File: config.mk
export PLATFORM = sky130hd
export DESIGN_NAME = if_fetch_unit_n
export DESIGN_NICKNAME = d
export VERILOG_FILES = /design/src/rtl/if_fetch_unit_n.sv
export SDC_FILE = /design/constraint.sdc
export NUM_CORES = 1
export LEC_CHECK = 0
export ABC_AREA = 1
export BUFFER_PORTS_ARGS = -buffer_cell sky130_fd_sc_hd__buf_2
export CORE_AREA = 10 10 166 245
export DETAILED_ROUTE_END_ITERATION = 16
export DIE_AREA = 0 0 176 255
export PLACE_DENSITY = 0.77
export SLEW_MARGIN = 15
export SYNTH_ARGS = -nofsm -noshare
export SYNTH_HDL_FRONTEND = slang
export SYNTH_SLANG_ARGS = --single-unit
File: constraint.sdc
create_clock -name CLK -period 17.2 [get_ports CLK]
set_input_delay 3.44 -clock CLK [delete_from_list [all_inputs] [get_ports CLK]]
set_output_delay 3.44 -clock CLK [all_outputs]
set_load 0.02 [all_outputs]
File: src/rtl/if_fetch_unit_n.sv
// if_fetch_unit_n: N-lane AHB-Lite instruction fetch, redirect resolution (ME > EX > ID) and bundle buffer.
// Latency: redirect (or reset release) in cycle t -> address phase t+1, data t+2, dec_valid t+3.
// Backpressure: dec_ready low fills the DEPTH-entry buffer; issue stops once buffered + in-flight bundles reach DEPTH.

module if_fetch_unit_n #(
  parameter int          NLANES   = 2,
  parameter int          DEPTH    = 4,
  parameter logic [31:0] RESET_PC = 32'h0000_0000
) (
  input  logic                   CLK,
  input  logic                   RST_N,
  input  logic                   s_me_pcsrc,
  input  logic                   s_ex_pcsrc,
  input  logic                   s_id_pcsrc,
  input  logic [31:0]            s_me_bradd,
  input  logic [31:0]            s_ex_bradd,
  input  logic [31:0]            s_id_bradd,
  input  logic                   dec_ready,
  output logic                   dec_valid,
  output logic [31:0]            dec_pc,
  output logic [32*NLANES-1:0]   dec_instr,
  output logic [NLANES-1:0]      dec_mask,
  output logic                   dec_fault,
  output logic [32*NLANES-1:0]   ahb_HADDR,
  output logic [2*NLANES-1:0]    ahb_HTRANS,
  output logic [2:0]             ahb_HSIZE,
  output logic [2:0]             ahb_HBURST,
  output logic [3:0]             ahb_HPROT,
  output logic                   ahb_HWRITE,
  output logic                   ahb_HMASTLOCK,
  input  logic [32*NLANES-1:0]   ahb_HRDATA,
  input  logic                   ahb_HREADY,
  input  logic                   ahb_HRESP
);

  localparam int          PW    = (DEPTH > 1) ? $clog2(DEPTH) : 1;
  localparam int          CW    = $clog2(DEPTH + 1);
  localparam logic [31:0] BMASK = 32'(NLANES * 4 - 1);
  localparam logic [31:0] BSTEP = 32'(NLANES * 4);
  localparam logic [1:0]  HT_IDLE   = 2'h0;
  localparam logic [1:0]  HT_NONSEQ = 2'h2;

  typedef enum logic {
    ST_RUN  = 1'b0,
    ST_HALT = 1'b1
  } state_t;

  // Architectural state
  state_t                state_q, state_d;
  logic [31:0]           pc_q, pc_d;
  logic                  started_q, started_d;
  logic [CW-1:0]         count_q, count_d;
  logic [PW-1:0]         wr_ptr_q, wr_ptr_d;
  logic [PW-1:0]         rd_ptr_q, rd_ptr_d;

  // Open AHB data phase
  logic                  dp_vld_q, dp_vld_d;
  logic [31:0]           dp_base_q, dp_base_d;
  logic [NLANES-1:0]     dp_mask_q, dp_mask_d;
  logic                  dp_kill_q, dp_kill_d;

  // Bundle buffer storage
  logic [31:0]           mem_base_q  [DEPTH];
  logic [31:0]           mem_base_d  [DEPTH];
  logic [32*NLANES-1:0]  mem_instr_q [DEPTH];
  logic [32*NLANES-1:0]  mem_instr_d [DEPTH];
  logic [NLANES-1:0]     mem_mask_q  [DEPTH];
  logic [NLANES-1:0]     mem_mask_d  [DEPTH];
  logic                  mem_fault_q [DEPTH];
  logic                  mem_fault_d [DEPTH];

  // Combinational control
  logic                  redir;
  logic [31:0]           redir_tgt;
  logic [31:0]           base;
  logic [31:0]           off;
  logic [NLANES-1:0]     lane_mask;
  logic                  push;
  logic                  pop;
  logic                  buf_vld;
  logic [31:0]           occ;
  logic                  issue;
  logic                  accept;
  logic                  addr_en;

  function automatic logic [PW-1:0] ptr_inc(input logic [PW-1:0] p);
    return (p == PW'(DEPTH - 1)) ? '0 : p + PW'(1);
  endfunction

  // Redirect resolution: ME beats EX beats ID
  always_comb begin
    redir     = s_me_pcsrc | s_ex_pcsrc | s_id_pcsrc;
    redir_tgt = s_id_bradd;
    if (s_me_pcsrc) begin
      redir_tgt = s_me_bradd;
    end else if (s_ex_pcsrc) begin
      redir_tgt = s_ex_bradd;
    end
  end

  // Bundle geometry: aligned base and lanes at or above the PC's lane offset
  always_comb begin
    base      = pc_q & ~BMASK;
    off       = (pc_q - base) >> 2;
    lane_mask = '0;
    for (int i = 0; i < NLANES; i++) begin
      lane_mask[i] = (32'(i) >= off);
    end
  end

  // Issue/push/pop decisions; occupancy counts buffered, in-flight and about-to-land bundles
  always_comb begin
    buf_vld = (count_q != '0);
    pop     = buf_vld & dec_ready;
    push    = dp_vld_q & ahb_HREADY & ~dp_kill_q & ~redir;
    occ     = 32'(count_q) + 32'(dp_vld_q) + 32'(push);
    addr_en = RST_N & started_q;
    issue   = addr_en & (state_q == ST_RUN) & ~redir & (occ < 32'(DEPTH));
    accept  = issue & ahb_HREADY;
  end

  // FSM next state: a pushed fault halts fetch until the next redirect
  always_comb begin
    state_d = state_q;
    if (redir) begin
      state_d = ST_RUN;
    end else if (push && ahb_HRESP) begin
      state_d = ST_HALT;
    end
  end

  // PC and data-phase tracking
  always_comb begin
    pc_d      = pc_q;
    started_d = 1'b1;
    dp_vld_d  = dp_vld_q;
    dp_base_d = dp_base_q;
    dp_mask_d = dp_mask_q;
    dp_kill_d = dp_kill_q;
    if (dp_vld_q && ahb_HREADY) begin
      dp_vld_d = 1'b0;
    end
    if (accept) begin
      pc_d      = base + BSTEP;
      dp_vld_d  = 1'b1;
      dp_base_d = base;
      dp_mask_d = lane_mask;
      dp_kill_d = 1'b0;
    end
    if (redir) begin
      pc_d      = redir_tgt;
      dp_kill_d = 1'b1;
    end
  end

  // Bundle buffer pointers, count and storage; a redirect flush overrides push/pop
  always_comb begin
    wr_ptr_d    = wr_ptr_q;
    rd_ptr_d    = rd_ptr_q;
    count_d     = count_q;
    mem_base_d  = mem_base_q;
    mem_instr_d = mem_instr_q;
    mem_mask_d  = mem_mask_q;
    mem_fault_d = mem_fault_q;
    if (push) begin
      mem_base_d[wr_ptr_q]  = dp_base_q;
      mem_instr_d[wr_ptr_q] = ahb_HRDATA;
      mem_mask_d[wr_ptr_q]  = dp_mask_q;
      mem_fault_d[wr_ptr_q] = ahb_HRESP;
      wr_ptr_d              = ptr_inc(wr_ptr_q);
    end
    if (pop) begin
      rd_ptr_d = ptr_inc(rd_ptr_q);
    end
    case ({push, pop})
      2'b10:   count_d = count_q + CW'(1);
      2'b01:   count_d = count_q - CW'(1);
      default: count_d = count_q;
    endcase
    if (redir) begin
      wr_ptr_d = '0;
      rd_ptr_d = '0;
      count_d  = '0;
    end
  end

  // Control state register with synchronous active-low reset
  always_ff @(posedge CLK) begin
    if (!RST_N) begin
      state_q   <= ST_RUN;
      pc_q      <= RESET_PC;
      started_q <= 1'b0;
      count_q   <= '0;
      wr_ptr_q  <= '0;
      rd_ptr_q  <= '0;
      dp_vld_q  <= 1'b0;
      dp_base_q <= '0;
      dp_mask_q <= '0;
      dp_kill_q <= 1'b0;
    end else begin
      state_q   <= state_d;
      pc_q      <= pc_d;
      started_q <= started_d;
      count_q   <= count_d;
      wr_ptr_q  <= wr_ptr_d;
      rd_ptr_q  <= rd_ptr_d;
      dp_vld_q  <= dp_vld_d;
      dp_base_q <= dp_base_d;
      dp_mask_q <= dp_mask_d;
      dp_kill_q <= dp_kill_d;
    end
  end

  // Buffer storage needs no reset: entries are only visible while counted
  always_ff @(posedge CLK) begin
    mem_base_q  <= mem_base_d;
    mem_instr_q <= mem_instr_d;
    mem_mask_q  <= mem_mask_d;
    mem_fault_q <= mem_fault_d;
  end

  // AHB address phase: every lane carries its address, only valid lanes request
  always_comb begin
    ahb_HADDR     = '0;
    ahb_HTRANS    = '0;
    ahb_HSIZE     = 3'h2;
    ahb_HBURST    = 3'h0;
    ahb_HPROT     = 4'h3;
    ahb_HWRITE    = 1'b0;
    ahb_HMASTLOCK = 1'b0;
    for (int i = 0; i < NLANES; i++) begin
      ahb_HADDR[32*i +: 32] = addr_en ? (base + 32'(4 * i)) : 32'h0;
      ahb_HTRANS[2*i +: 2]  = (issue && lane_mask[i]) ? HT_NONSEQ : HT_IDLE;
    end
  end

  // Decode head: fields forced to zero whenever no bundle is presented
  always_comb begin
    dec_valid = RST_N & buf_vld;
    dec_pc    = '0;
    dec_instr = '0;
    dec_mask  = '0;
    dec_fault = 1'b0;
    if (dec_valid) begin
      dec_pc    = mem_base_q[rd_ptr_q];
      dec_instr = mem_instr_q[rd_ptr_q];
      dec_mask  = mem_mask_q[rd_ptr_q];
      dec_fault = mem_fault_q[rd_ptr_q];
    end
  end

endmodule
### After elaboration in Yosys (flattened, before gate mapping)

Cells that the tools add are included.

* equal/unequal tests: 4
* bitwise gates (word level): 18
* add/subtract/negate cells: 9
* order comparisons: 6
* reduce and logical (&&, ||, !) cells: 10
* multiplexer cells: 44

Operators by type and width (number)
* $mux 32: 10
* $bwmux 256: 1
* $mux 64: 4
* $bmux 64 s2: 1
* $bwmux 128: 1
* $demux 64 s2: 1
* $bmux 32 s2: 1
* $demux 32 s2: 1
* $ge 1x30->1 const A: 2
* $add 32x3->32 const B: 1
* $add 32x4->32 const B: 1
* $sub 32x32->32: 1
* $mux 2: 8
* $and 1x1->1: 10
* $mux 1: 9
* $bwmux 8: 1
* $eq 2x2->1 const B: 3
* $ge 3x3->1 const B: 2
* $not 2->3: 2
* $pmux 3 s2: 1
* $reduce_bool 2->1: 3
* $add 4x1->5: 1
* $logic_and 1x1->1: 5
* $lt 5x3->1 const B: 1
* other kinds (15): 20

* flip-flop bits (word level): 470
* word-level logic and storage cells: 117
* input bits: 168
* output and inout bits: 180

### Logic depth before layout (Yosys ltp)

* word-level depth: 10
* gate-level depth with buffers: 12
* mapped depth without buffers: 11

### Least setup slack after synthesis

OpenSTA, ideal clock, no wires.

* path kind: in2reg
* start point: in s_me_pcsrc
* end point: reg mem_base_q[100] in the netlist's numbering (enable)
* buffers on the path: 0
* slack: 8855 ps
* stages on the path: 5
* arrival: 7794 ps
* library setup time: 551 ps
* required time: 16649 ps
* path through: inv_2 > nand2_1 > nor2_4 > nand2_4 > nor2_1

* cells in the longest elaborated chain, start to end: 4

Ends and longest elaborated chain
* start, declared: line 12 `input logic s_me_pcsrc,`
* $or 1x1->1 (2 in a row): line 92 `redir = s_me_pcsrc | s_ex_pcsrc | s_id_pcsrc;`
* $not 1->1: line 115 `push = dp_vld_q & ahb_HREADY & ~dp_kill_q & ~redir;`
* $and 1x1->1: line 115
* end signal, assigned: line 216 `mem_base_q <= mem_base_d;`
* end, declared: line 63 `logic [31:0] mem_base_q [DEPTH];`

No other way between the ends.
A chain may end at the register's enable or synchronous reset.

### Worst setup path after layout

* start point: in s_me_pcsrc
* end point: out ahb_HTRANS[1]

* cells in the longest elaborated chain, start to end: 9
* elaborated cells on any way between the ends: 10
* those cells by class: 1 x add/sub; 1 x order compare; 1 x mux; 6 x bitwise; 1 x reduce/logical

Ends and longest elaborated chain
* $or 1x1->1 * (2 in a row): line 92
* $not 1->1 *: line 115, 118
* $and 1x1->1: line 115
* $add 4x1->5: line 116 `occ = 32'(count_q) + 32'(dp_vld_q) + 32'(push);`
* $lt 5x3->1: line 118 `issue = addr_en & (state_q == ST_RUN) & ~redir & (occ < 32'(DEPTH));`
* $and 1x1->1 *: line 118
* $logic_and 1x1->1 *: line 233 `ahb_HTRANS[2*i +: 2] = (issue && lane_mask[i]) ? HT_NONSEQ : HT_IDLE;`
* $mux 2 *: line 233
* end, declared: line 25 `output logic [2*NLANES-1:0] ahb_HTRANS,`

Mark *: on every way between the ends. The rest lies on a longest branch, timed or not.

==> impl_summary.txt <==
----------------------------------------------------
[Status]
  Run status ... completed

[Worst setup path]
  Launching element type of the critical path ... input pin
  CP arrival ... ~5.7 ns
  Required time reported for the critical path endpoint ... between 10 and 15 ns
  Slowest stage cell on the critical path ... sky130_fd_sc_hd__inv_2
  Critical Path Sink Type ... output pin
  Delay contributed by the slowest stage of the critical path ... between 0.4 and 0.5 ns
  Cell chain of the critical path ... buf_2 > inv_2 > nand2_1 > nor2_4 > buf_4 > nand2_4 > nand2_1 > nand2_1 > nand2_1 > nor2_1 > buf_2
  Worst-path maximum fanout ... 47
  Type of the worst setup path ... in -> out
  Library cell appearing most often on the critical path ... sky130_fd_sc_hd__nand2_1

[Floorplanning]
  Initial Utilization ... a little over half
  Core region area ... 36400 µm²
  Number of rows created at floorplan ... 86
  Die extent in x ... 176 µm
  Full die area ... about 45000 µm²
  DIE HEIGHT ... around 260 µm
  IO Count ... 348

[Global routing]
  Maximum number of pins on one net before global-route repair ... 127
  Leftover overflow at the end of global routing ... 0
  Global-route wire length before repair ... between 70000 and 80000 µm
  Initial antenna violation count ... 2
  Via count of the first global-routing pass ... around 14000
  Overall fraction of global-route tracks in use ... a little over a fifth

[CTS]
  CTS sink cnt ... about 460
  Clock buffer depth ... 3
  Clock slew seen by the registers of the worst setup and hold paths ... about 0.07 ns
  TritonCTS clock tree ... built
  Root cell of the clock tree ... sky130_fd_sc_hd__clkbuf_16
  Post-CTS resize count ... 0
  Number of hold buffers added after cts ... 0
  Total setup buffers inserted after CTS ... 0
  Cts bufs inserted ... 40
  Worst skew pair latency ... between 0.5 and 0.6 ns
  CTS H-Tree Depth ... 2

[Final layout]
  Sequential standard cell area ... about 13000 µm²
  Area added between synthesis and finish ... 14.7%
  Most common library cell in the layout ignoring fill and taps ... sky130_fd_sc_hd__nor2_1
  Share of cells above drive strength 1 ... 19.4%
  Commonest cells after routing, fill and taps aside ... sky130_fd_sc_hd__nor2_1 (517), sky130_fd_sc_hd__edfxtp_1 (384), sky130_fd_sc_hd__buf_2 (319), sky130_fd_sc_hd__nand2_1 (231), sky130_fd_sc_hd__o21ai_0 (219)
  Filler Cells Inserted ... between 2000 and 3000
  Multi-input gate area in the final layout ... approximately 5700 µm²
  Net count, final ... ~2400
  Final core utilization ... 62.2%

[Timing]
  Hold violation total from the final report ... 0
  Final Setup Violations ... 0
  Max-slew violation count ... 0
  Fin crit share ... a little over half
  Transition time at the pin with the least slew margin ... roughly 1.2 ns
  Post-route minimum period ... 9.16 ns
  Highest Clock Rate ... about 0.11 GHz
  Worst hold slack after final layout ... 0.463 ns
  Worst slew margin ... 19.8%
  Unrepaired setup endpoints after global routing ... false
  Final Skew ... ~0.020 ns
  Final worst slack ... 8.04 ns
  Setup TNS Final ... 0 ns

[Synth]
  Number of unique standard cell types used by synthesis ... 32
  Synth Cell Area ... slightly below 20000 µm²
  Mean post-synth cell area ... between 10 and 15 µm²
  Number of warnings issued by yosys ... 0
  Syn Inst Count ... between 1500 and 2000
  Part of the Yosys area used for sequential elements ... about two thirds
  Flops & latches, synth ... about 460

[Place]
  RD Place Congestion ... ~0.87
  Buffers on Ports ... ~320
  HPWL after detailed placement ... ~32000 µm
  Post-Place Worst Slack ... roughly 8 ns

[Pwr]
  Final Total Pwr ... approximately 2.2 mW
  Leakage ... between 8 and 9 nW
  Peak supply drop ... roughly 0.064 mV
  Power per cell area ... 96.1 nW/µm²

[Job]
  Number of maximum-capacitance violations ... 0

[Drt]
  DRT antenna net count ... 0
  Routed vias ... 14570
  Pre-Repair DR Iteration Count ... 7
  1st-iter DRT viols ... between 1000 and 1500
  Overall routed net length ... ~50000 µm
  Avg WL per Cell ... around 18 µm
  Remaining DRCs ... 0
  Per-cell via count in the routed design ... around 5.4

[Worst hold path]
  Min-Delay Path Class ... reg -> reg

----------------------------------------------------
==> final cells by class <==
class	count	area share, %
well taps	484	2.68
clock buffers	47	4.73
inverters	65	1.10
multi-input cells	1285	25.2
clock inverters	26	1.01
diodes	2	0.0221
repair buffers	338	7.84
flip-flops and latches	456	57.4
==> metal layers <==
metal | GRT usage (%) | vias to the layer above | part of all wire (%)
li1 | - | 7044 | -
met1 | 23.9 | 6840 | 38
met2 | 38.7 | 603 | 52
met3 | 3.81 | 81 | 6.7
met4 | 8.89 | 2 | 3.4
met5 | 0 | - | 0.014
==> cell usage after synthesis <==
master,number,area [µm²]
sky130_fd_sc_hd__o31ai_1,5,37.5
sky130_fd_sc_hd__ha_1,7,87.6
sky130_fd_sc_hd__a211oi_1,4,30.0
sky130_fd_sc_hd__nand3_2,1,10.0
sky130_fd_sc_hd__xor2_1,8,70.1
sky130_fd_sc_hd__dfxtp_1,72,1440
sky130_fd_sc_hd__nor2_1,521,1960
sky130_fd_sc_hd__o21a_1,3,22.5
sky130_fd_sc_hd__nand3b_1,1,7.51
sky130_fd_sc_hd__or2_2,7,43.8
sky130_fd_sc_hd__nand2_4,1,11.3
sky130_fd_sc_hd__fa_1,1,20.0
sky130_fd_sc_hd__inv_2,6,22.5
sky130_fd_sc_hd__nor2_4,1,11.3
sky130_fd_sc_hd__nor2_2,3,18.8
sky130_fd_sc_hd__buf_6,3,33.8
sky130_fd_sc_hd__nor3_1,1,5.00
sky130_fd_sc_hd__conb_1,2,7.51
sky130_fd_sc_hd__clkbuf_1,67,251
sky130_fd_sc_hd__inv_1,59,221
sky130_fd_sc_hd__nand4_1,1,6.26
sky130_fd_sc_hd__nand3_1,59,295
sky130_fd_sc_hd__o21ai_0,219,1100
sky130_fd_sc_hd__nand2_2,1,6.26
sky130_fd_sc_hd__buf_1,13,48.8
sky130_fd_sc_hd__a21oi_1,169,846
sky130_fd_sc_hd__o211ai_1,17,128
sky130_fd_sc_hd__nand2_1,232,871
sky130_fd_sc_hd__o21ai_1,1,5.00
sky130_fd_sc_hd__buf_2,28,140
sky130_fd_sc_hd__buf_4,57,428
sky130_fd_sc_hd__edfxtp_1,384,11500
==> cell families after synthesis <==
family,share of synthesized area [%]
and+or+nand+nor,16.4
DFF,65.8
AOI/OAI and AO/OA,11.0
buffers and inverters,5.81
xor gates and xnor gates,0.356
adders and majority gates,0.546
other,0.0381
==> where the power goes <==
group / internal [mW] / total, mW / leakage [nW] / switching, mW
Combinational: 0.0322 / 0.0896 / 4.16 / 0.0574
Sequential: 1.20 / 1.21 / 3.79 / 0.0106
Clock: 0.494 / 0.876 / 0.632 / 0.382
Total: 1.72 / 2.17 / 8.59 / 0.450
==> final timing paths <==
path / start / endpoint / slack [ns] / cells after the start
worst max-delay path: s_me_pcsrc / ahb_HTRANS[1] / 8.04 / 11
worst min-delay path: state_q / state_q / 0.46 / 2
worst max register to register: rd_ptr_q[1] / rd_ptr_q[1] / 14.46 / 3
worst min register to register: state_q / state_q / 0.46 / 2
==> worst max-delay path: cells and delay by family <==
| family | cells | cell delay (ns) |
|---|---|---|
| buf+inv | 4 | 1.35 |
| simple gates | 7 | 0.91 |
==> per-stage QoR <==
| stage | std cells | area, µm² |
|---|---|---|
| finish | 2703 | 22600 |
| global route | 2702 | 22600 |
| CTS | 2699 | 22600 |
| detailed placement | 2626 | 21300 |
| global placement | 2626 | 21300 |
| floorplan | 1974 | 19800 |
==> sequential cells by signal, summed over array words and instances (netlist names), 2 cells and up <==
name	cells
rd_ptr_q	2
dp_mask_q	2
wr_ptr_q	2
pc_q	30
mem_mask_q	8
mem_instr_q	256
mem_fault_q	4
count_q	3
mem_base_q	116
dp_base_q	29
(Power assumes the default switching activity.)
